`src/rtl/pss_peak_tracker.sv`:
```
// pss_peak_tracker
// Follows the periodic PSS correlation peaks in a sample stream. The block
// forwards the stream with one cycle of delay and reports these events:
//   - accepted peaks,
//   - missed windows,
//   - the lock state,
//   - the timing offset of the last accepted peak against the nominal period.
//
// Timing is counted in valid samples only. The index counter holds the index
// of the sample currently on the input: the anchor sample (the last accepted
// or candidate peak) has index 0.
//
// The acceptance window covers indexes PERIOD-TOL .. PERIOD+TOL inclusive.
// Parameter legality is the integrator's responsibility:
//   - PERIOD > 2*TOL+1
//   - 1 <= MAX_MISSES <= 15

module pss_peak_tracker #(
    parameter int IN_DW      = 32,
    parameter int PERIOD     = 9600,
    parameter int TOL        = 4,
    parameter int MAX_MISSES = 3
) (
    input  logic                         clk_i,
    input  logic                         reset_i,
    input  logic [IN_DW-1:0]             s_axis_in_tdata,
    input  logic                         s_axis_in_tvalid,
    input  logic                         peak_detected_i,
    output logic [IN_DW-1:0]             m_axis_out_tdata,
    output logic                         m_axis_out_tvalid,
    output logic                         peak_valid_o,
    output logic                         miss_o,
    output logic                         locked_o,
    output logic signed [$clog2(TOL+1):0] offset_o,
    output logic [3:0]                   miss_count_o
);

    // Index counter width: PERIOD+TOL must be representable, with one spare bit.
    localparam int CW = $clog2(PERIOD + TOL + 1) + 1;
    // Offset width: signed range -TOL .. +TOL.
    localparam int OW = $clog2(TOL + 1) + 1;

    localparam logic [CW-1:0] WIN_LO     = CW'(PERIOD - TOL);
    localparam logic [CW-1:0] WIN_HI     = CW'(PERIOD + TOL);
    // After a miss the anchor moves to the nominal PERIOD position. The sample
    // following index PERIOD+TOL therefore gets index TOL+1.
    localparam logic [CW-1:0] RELOCK_IDX = CW'(TOL + 1);
    localparam logic [CW-1:0] IDX_ONE    = CW'(1);
    localparam logic [CW-1:0] IDX_MAX    = '1;
    localparam logic signed [CW:0] PERIOD_S = (CW + 1)'(PERIOD);
    localparam logic [3:0]    MISS_LIMIT = 4'(MAX_MISSES);

    typedef enum logic [1:0] {
        SEARCH  = 2'd0,
        CONFIRM = 2'd1,
        LOCKED  = 2'd2
    } state_t;

    state_t              state_q;
    state_t              state_d;
    logic [CW-1:0]       idx_q;
    logic [CW-1:0]       idx_d;
    logic [CW-1:0]       idx_inc;
    logic [3:0]          miss_cnt_d;
    logic [3:0]          miss_inc;
    logic signed [OW-1:0] offset_d;
    logic signed [OW-1:0] offset_here;
    logic                peak_valid_d;
    logic                miss_d;
    logic                in_window;
    logic                before_window;
    logic                at_window_end;

    // Decode where the current sample sits relative to the window.
    always_comb begin
        in_window     = (idx_q >= WIN_LO) && (idx_q <= WIN_HI);
        before_window = (idx_q < WIN_LO);
        at_window_end = (idx_q == WIN_HI);
        // The counter saturates instead of wrapping. In normal operation it
        // never passes PERIOD+TOL.
        idx_inc       = (idx_q == IDX_MAX) ? idx_q : idx_q + IDX_ONE;
        miss_inc      = (miss_count_o == 4'hF) ? miss_count_o : miss_count_o + 4'd1;
        offset_here   = OW'($signed({1'b0, idx_q}) - PERIOD_S);
    end

    // Next-state, counter and status-pulse logic for one valid sample.
    always_comb begin
        // NOTE: every signal assigned here gets a default first, so no path can
        // leave one unassigned and infer a latch.
        state_d      = state_q;
        idx_d        = idx_q;
        miss_cnt_d   = miss_count_o;
        offset_d     = offset_o;
        peak_valid_d = 1'b0;
        miss_d       = 1'b0;

        if (s_axis_in_tvalid) begin
            idx_d = idx_inc;
            unique case (state_q)
                SEARCH: begin
                    if (peak_detected_i) begin
                        // This peak becomes the candidate anchor. It is not
                        // reported yet.
                        state_d = CONFIRM;
                        idx_d   = IDX_ONE;
                    end else begin
                        idx_d = '0;
                    end
                end

                CONFIRM: begin
                    if (peak_detected_i && in_window) begin
                        state_d      = LOCKED;
                        idx_d        = IDX_ONE;
                        peak_valid_d = 1'b1;
                        offset_d     = offset_here;
                        miss_cnt_d   = 4'd0;
                    end else if (peak_detected_i && before_window) begin
                        // An early peak replaces the candidate.
                        idx_d = IDX_ONE;
                    end else if (at_window_end) begin
                        // The candidate was not confirmed. Drop it silently.
                        state_d = SEARCH;
                        idx_d   = '0;
                    end
                end

                LOCKED: begin
                    if (peak_detected_i && in_window) begin
                        idx_d        = IDX_ONE;
                        peak_valid_d = 1'b1;
                        offset_d     = offset_here;
                        miss_cnt_d   = 4'd0;
                    end else if (at_window_end) begin
                        // The window closed empty. Keep the nominal cadence.
                        miss_d     = 1'b1;
                        miss_cnt_d = miss_inc;
                        idx_d      = RELOCK_IDX;
                        if (miss_inc >= MISS_LIMIT) begin
                            state_d = SEARCH;
                            idx_d   = '0;
                        end
                    end
                    // Peaks outside the window are ignored.
                end

                default: begin
                    state_d = SEARCH;
                    idx_d   = '0;
                end
            endcase
        end
    end

    // State and index registers.
    always_ff @(posedge clk_i) begin
        // NOTE: sequential state uses non-blocking assignments, so every flop
        // samples the values from before the edge.
        if (reset_i) begin
            state_q <= SEARCH;
            idx_q   <= '0;
        end else begin
            state_q <= state_d;
            idx_q   <= idx_d;
        end
    end

    // Output registers: one cycle of latency for data and status alike.
    always_ff @(posedge clk_i) begin
        // NOTE: the reset clears the data path as well, so m_axis_out_tdata
        // reads as zero after reset.
        if (reset_i) begin
            m_axis_out_tdata  <= '0;
            m_axis_out_tvalid <= 1'b0;
            peak_valid_o      <= 1'b0;
            miss_o            <= 1'b0;
            locked_o          <= 1'b0;
            offset_o          <= '0;
            miss_count_o      <= 4'd0;
        end else begin
            m_axis_out_tdata  <= s_axis_in_tdata;
            m_axis_out_tvalid <= s_axis_in_tvalid;
            peak_valid_o      <= peak_valid_d;
            miss_o            <= miss_d;
            locked_o          <= (state_d == LOCKED);
            offset_o          <= offset_d;
            miss_count_o      <= miss_cnt_d;
        end
    end

endmodule

```
`config.mk`:
```
export PLATFORM = sky130hd
export DESIGN_NAME = pss_peak_tracker
export DESIGN_NICKNAME = d
export VERILOG_FILES = /design/src/rtl/pss_peak_tracker.sv
export SDC_FILE = /design/constraint.sdc
export NUM_CORES = 1
export LEC_CHECK = 0
export CORE_MARGIN = 2
export CORE_UTILIZATION = 43
export DETAILED_ROUTE_END_ITERATION = 6
export PLACE_DENSITY_LB_ADDON = 0.3
export SLEW_MARGIN = 20
export SYNTH_ARGS = -nofsm -noshare
export SYNTH_HDL_FRONTEND = slang
export SYNTH_SLANG_ARGS = --single-unit
```
`constraint.sdc`:
```
create_clock -name clk_i -period 2.2 [get_ports clk_i]
set_input_delay 0.33 -clock clk_i [delete_from_list [all_inputs] [get_ports clk_i]]
set_output_delay 0.33 -clock clk_i [all_outputs]
set_load 0.005 [all_outputs]
```
# == Word-level counts from Yosys, hierarchy flattened ==
# Cells that the tools add are included.
# totals
output_inout_bits,44
reg_bits,61
input_bits,36
word_cells,62
# op_classes
mux,25
magnitude_cmp,4
n_eq_ne,8
addsub,3
bitwise_logic,3
n_reduce_logical,10
# ops
operator,count
two-way mux 15 bit,6
case mux 15 bit (3 select lines),1
two-way mux 2 bit,8
two-way mux 4 bit,4
"adder 15 x 1 -> 15 bit, second input constant",1
"equality test 15 x 14 -> 1 bit, second input constant",1
"equality test 15 bit, second input constant",1
">= comparator 15 x 14 -> 1 bit, second input constant",1
"<= comparator 15 x 14 -> 1 bit, second input constant",1
"< comparator 15 x 14 -> 1 bit, second input constant",1
case mux 4 bit (2 select lines),1
case mux 2 bit (3 select lines),1
"adder 4 x 1 -> 4 bit, second input constant",1
"equality test 2 bit, second input constant",2
"equality test 4 bit, second input constant",1
">= comparator 4 x 2 -> 1 bit, second input constant",1
AND reduction 4 bit,1
OR reduction 4 bit,1
"subtractor 4 x 1 -> 4 bit, second input constant",1
logical AND 1 bit,3
two-way mux 1 bit,3
two-way mux 3 bit,1
"!= test 3 bit, second input constant",1
inverter 1 bit,3
other kinds (7),7

# == Logic depth before layout (Yosys ltp) ==
# logic_depth
depth_word,9
depth_mapped,9
mapped_depth_nobuf,8

# == Worst setup path before layout ==
# Ideal clock, no wire load.
# synth_timing
kind,register -> register
start,register idx_q[0]
end,register idx_q[9]
path_slack_ns,0.038
period_less_slack_ns,2.162
n_path_buf,1
setup_ns,0.074
arrival_ns,2.088
t_required_ns,2.126
path_stages_with_launch,10
path_cell_list,dfxtp_1 inv_1 ha_1 and4_1 and4_4 a211o_2 a211oi_4 buf_6 nand2_1 a31oi_1
# synth_via
elab_chain_len,6
elab_cells_between_ends,16
cone_classes,add/sub: 1; order compare: 3; eq/ne: 2; mux: 7; reduce/logical: 3
# synth_lines
item,line,source
from (decl),61,logic [CW-1:0] idx_q;
from (signal assigned),164,idx_q <= idx_d;
adder 15 x 1 -> 15 bit or equality test 15 bit (tied branches),81,idx_inc = (idx_q == IDX_MAX) ? idx_q : idx_q + IDX_ONE;
two-way mux 15 bit,81,
two-way mux 15 bit,121,end else if (at_window_end) begin
two-way mux 15 bit,118,end else if (peak_detected_i && before_window) begin
two-way mux 15 bit,112,if (peak_detected_i && in_window) begin
case mux 15 bit (3 select lines) (*),99,unique case (state_q)
# Every way passes the cells marked *; elsewhere a longest branch is shown, timed or not.
# A chain may end at the register's enable or synchronous reset.

# == Final worst setup path ==
# layout_timing
start,register idx_q[14]
end,register idx_q[3]
# layout_via
elab_chain_len,6
elab_cells_between_ends,15
cone_classes,order compare: 3; eq/ne: 2; mux: 7; reduce/logical: 3
# layout_lines
item,line
"parallel branches: the longest is 5 deep, another holds < comparator 15 x 14 -> 1 bit",-
case mux 15 bit (3 select lines) (*),99
# Every way passes the cells marked *.

==> results.md <==
* Status: complete, no violations
* CP peak stage delay at 0.40 ns
* Kind of critical path: register to register
* Dominant cells by area after synthesis: dfxtp_1, nor2b_1, nand2_1
* Peak Freq at approximately 0.47 GHz
* Max Cap Viol at 0
* Most frequent cells in the layout: clkdlybuf4s50_1, dfxtp_1, buf_4, nor2b_1, nor2_1
* Layout cells sized above 1 at 22.12%
* Delay-heaviest family, CP: simple AND/OR/NAND/NOR gates
* Inst Count DP at 490
* Post-synthesis sequential area ratio at 43.79%
* Clock slew at reported path FFs at 0.08 ns
* Critical path data required time at ~2.4 ns
* GR Util met3 at 7.768%
* Number of fill cells at 550
* FP Rows at 29
* Slew @ Worst Pin at 0.3737 ns
* Die Wd at 84.54 µm
* Vias in the first global route at about 2700
* Area growth from synthesis to layout at 50.25%
* Post-synth top area share at 43.79%
* Routed WL per cell at between 10 and 15 µm
* Detailed-route DRC error count at 0
* GPL Wtd Cong at 0.9464
* Die ar. at 0.007146 mm²
* Clk root buf: clkbuf_8
* Clock buffer depth at 2
* Num CTS Buffers at 9
* First-pass GRT wire length at 12290 µm
* Later-pin clock latency in the skew report at 0.34 ns
* Syn nets at 350
* Drt pass-1 iters at 4
* Hold WC Path Type: primary input to register
* Largest net degree at the start of global routing at 33
* Initial antenna violation count at 0
* Starting Density at 44.17%
* Die Ht at ~85 µm
* H-tree Lvls at 3
* Setup TNS at 0 ns
* RSZ-0062 raised after global routing: true
* Async SR Flop Fraction at 0%
* Met2 Use GR at 32.28%
* Setup Skew at 0.01441 ns
* Most common cell after layout, fill and taps aside: clkdlybuf4s50_1
* Worst IR drop on VDD at 0.4336 mV
* Ys Warns at 0
* Grt total ovfl at 0
* #FFs+latches synth at 61
* Cts hold-fix bufs at 0
* Post-synthesis cell type count at 56
* Hold Vio Cnt, Final at 0
* First DRT Iteration DRCs at 162
* NumNets Final at 472
* Total track usage at 21.15%
* Period utilization at 97.42%
* Avg Inst Size Synth at 9.084 µm²
* Power per cell area at 555.5 mW/mm²
* Met1 usage at around 27%
* # setup viols final at 0
* Cells after synthesis at approximately 300
* Synth Cell Area at 0.002789 mm²
* EDFF count, synth at 0
* Slowest CP cell: dfxtp_1
* CP Max Fanout at 5
* Number of vias per cell at between 5 and 6
* Clock Sinks at 61
* Routed via count at ~2700
* Final wirelength at 7653 µm
* Critical Path End Type: register
* Worst-path cell chain: and4bb_2, and3_4, a2111oi_4, buf_4, a211oi_4, buf_4, and3_1, a221o_1
* Critical Path AT at 2.36 ns
* Crit path launch type: register
* Fin crit period at 2.143 ns
* Top-Level Pins at 80
* Final max-slew violation count at 0
* Leakage at 1.633 nW
* Final Non-Filler Cells at 511
* Final HPWL DP at 5491 µm
* Routed Antenna Nets at 0
* Synth area leader: dfxtp_1
* Rel. slew slack at about three quarters
* Most frequent CP cell: buf_4
* Worst Path Buf+Inv at 2
* PortBufs at 79
* # diodes at 0
* Prevailing post-synth register cell: dfxtp_1
* Core Box Area at 0.006314 mm²
* Busiest grt layer: met2
* CTS tree: built
[final cells by class]
cell class	instances	area, µm²	share of cell area (%)
multi-input cells	222	1515	36.16
flip-flops and latches	61	1225	29.23
repair buffers	125	1131	26.99
clock buffers	11	151.4	3.613
well taps	77	96.34	2.299
inverters	10	37.54	0.8958
clock inverters	5	33.78	0.8062
[registers in the layout (all words and copies together) (netlist names)]
name / count
m_axis_out_tdata: 32
miss_o: 1
idx_q: 15
locked_o: 1
state_q: 2
miss_count_o: 4
peak_valid_o: 1
offset_o: 4
m_axis_out_tvalid: 1
[synth_stat cells (all sizes together), types with 3 or more instances]
library cell and instances:
a221oi 3, a211o 3, a22o 4, o211ai 3, a31oi 9, o22ai 3, nor4 3, nor3 8
dfxtp 61, nand2 26, a21oi 15, and3 6, ha 7, o21ai 8, buf 5, and4 4
nand3 6, nand2b 5, nand4 11, nor2 26, mux2i 4, inv 10, a211oi 3, and2 3
clkbuf 9, nor2b 36
[final timing paths]
kind	start	endpoint	slack [ns]	depth (start not counted)
worst max-delay path	idx_q[14]	idx_q[3]	0.06	8
worst min-delay path	reset_i	state_q[0]	0.47	3
worst max register to register	idx_q[14]	idx_q[3]	0.06	8
worst min register to register	offset_o[1]	offset_o[1]	0.50	2
[kinds of logic (layout without fill, tap and decap cells)]
| logic type | count (synthesis) | in the layout | share of synthesized area (%) |
|---|---|---|---|
| buffers and inverters | 24 | 151 | 4.127 |
| and+or+nand+nor | 140 | 140 | 27.64 |
| adders and majority gates | 7 | 7 | 3.140 |
| xor gates and xnor gates | 4 | 4 | 1.256 |
| AOI/OAI and AO/OA | 66 | 66 | 18.22 |
| DFF | 61 | 61 | 43.79 |
| muxes | 5 | 5 | 1.839 |
[timing repair]
action                                  CTS  global route
gates resized for setup                   1            16
endpoints found under the setup margin    6            19
pin swaps                                 1             5
cloned                                    0             0
setup buffers                             2             3
[metrics by stage]
stage / utilization, % / power, W / hold slack (ns) / instance area, µm² / setup WS [ns]
2_1_floorplan: - / 0.001259 / 0.4082 / 2789 / 0.03769
3_3_place_gp: 61.79 / 0.001421 / 0.4784 / 3901 / -0.006954
3_5_place_dp: 61.79 / 0.001424 / 0.4871 / 3901 / -0.05257
4_1_cts: 65.02 / 0.002338 / 0.4573 / 4105 / 0.009081
5_1_grt: 66.37 / 0.002415 / 0.4911 / 4190 / -0.02228
6_report: 66.37 / 0.002328 / 0.4725 / 4190 / 0.05678
[tightest hold or removal path: cells and delay by family]
family        cells  cell delay [ns]
simple gates      1             0.11
buf+inv           2             0.34
[metal layers]
layer	routed length, µm	vias up
met5	0	-
met2	3545	99
met3	587	17
met4	178	0
met1	3341	1276
li1	-	1339
[power breakdown]
group          internal (W)  switching, W  total, W
registers           0.00114     0.0000103   0.00115
clock network      0.000470      0.000451  0.000921
logic              0.000159     0.0000972  0.000257
(Power assumes the default switching activity.)
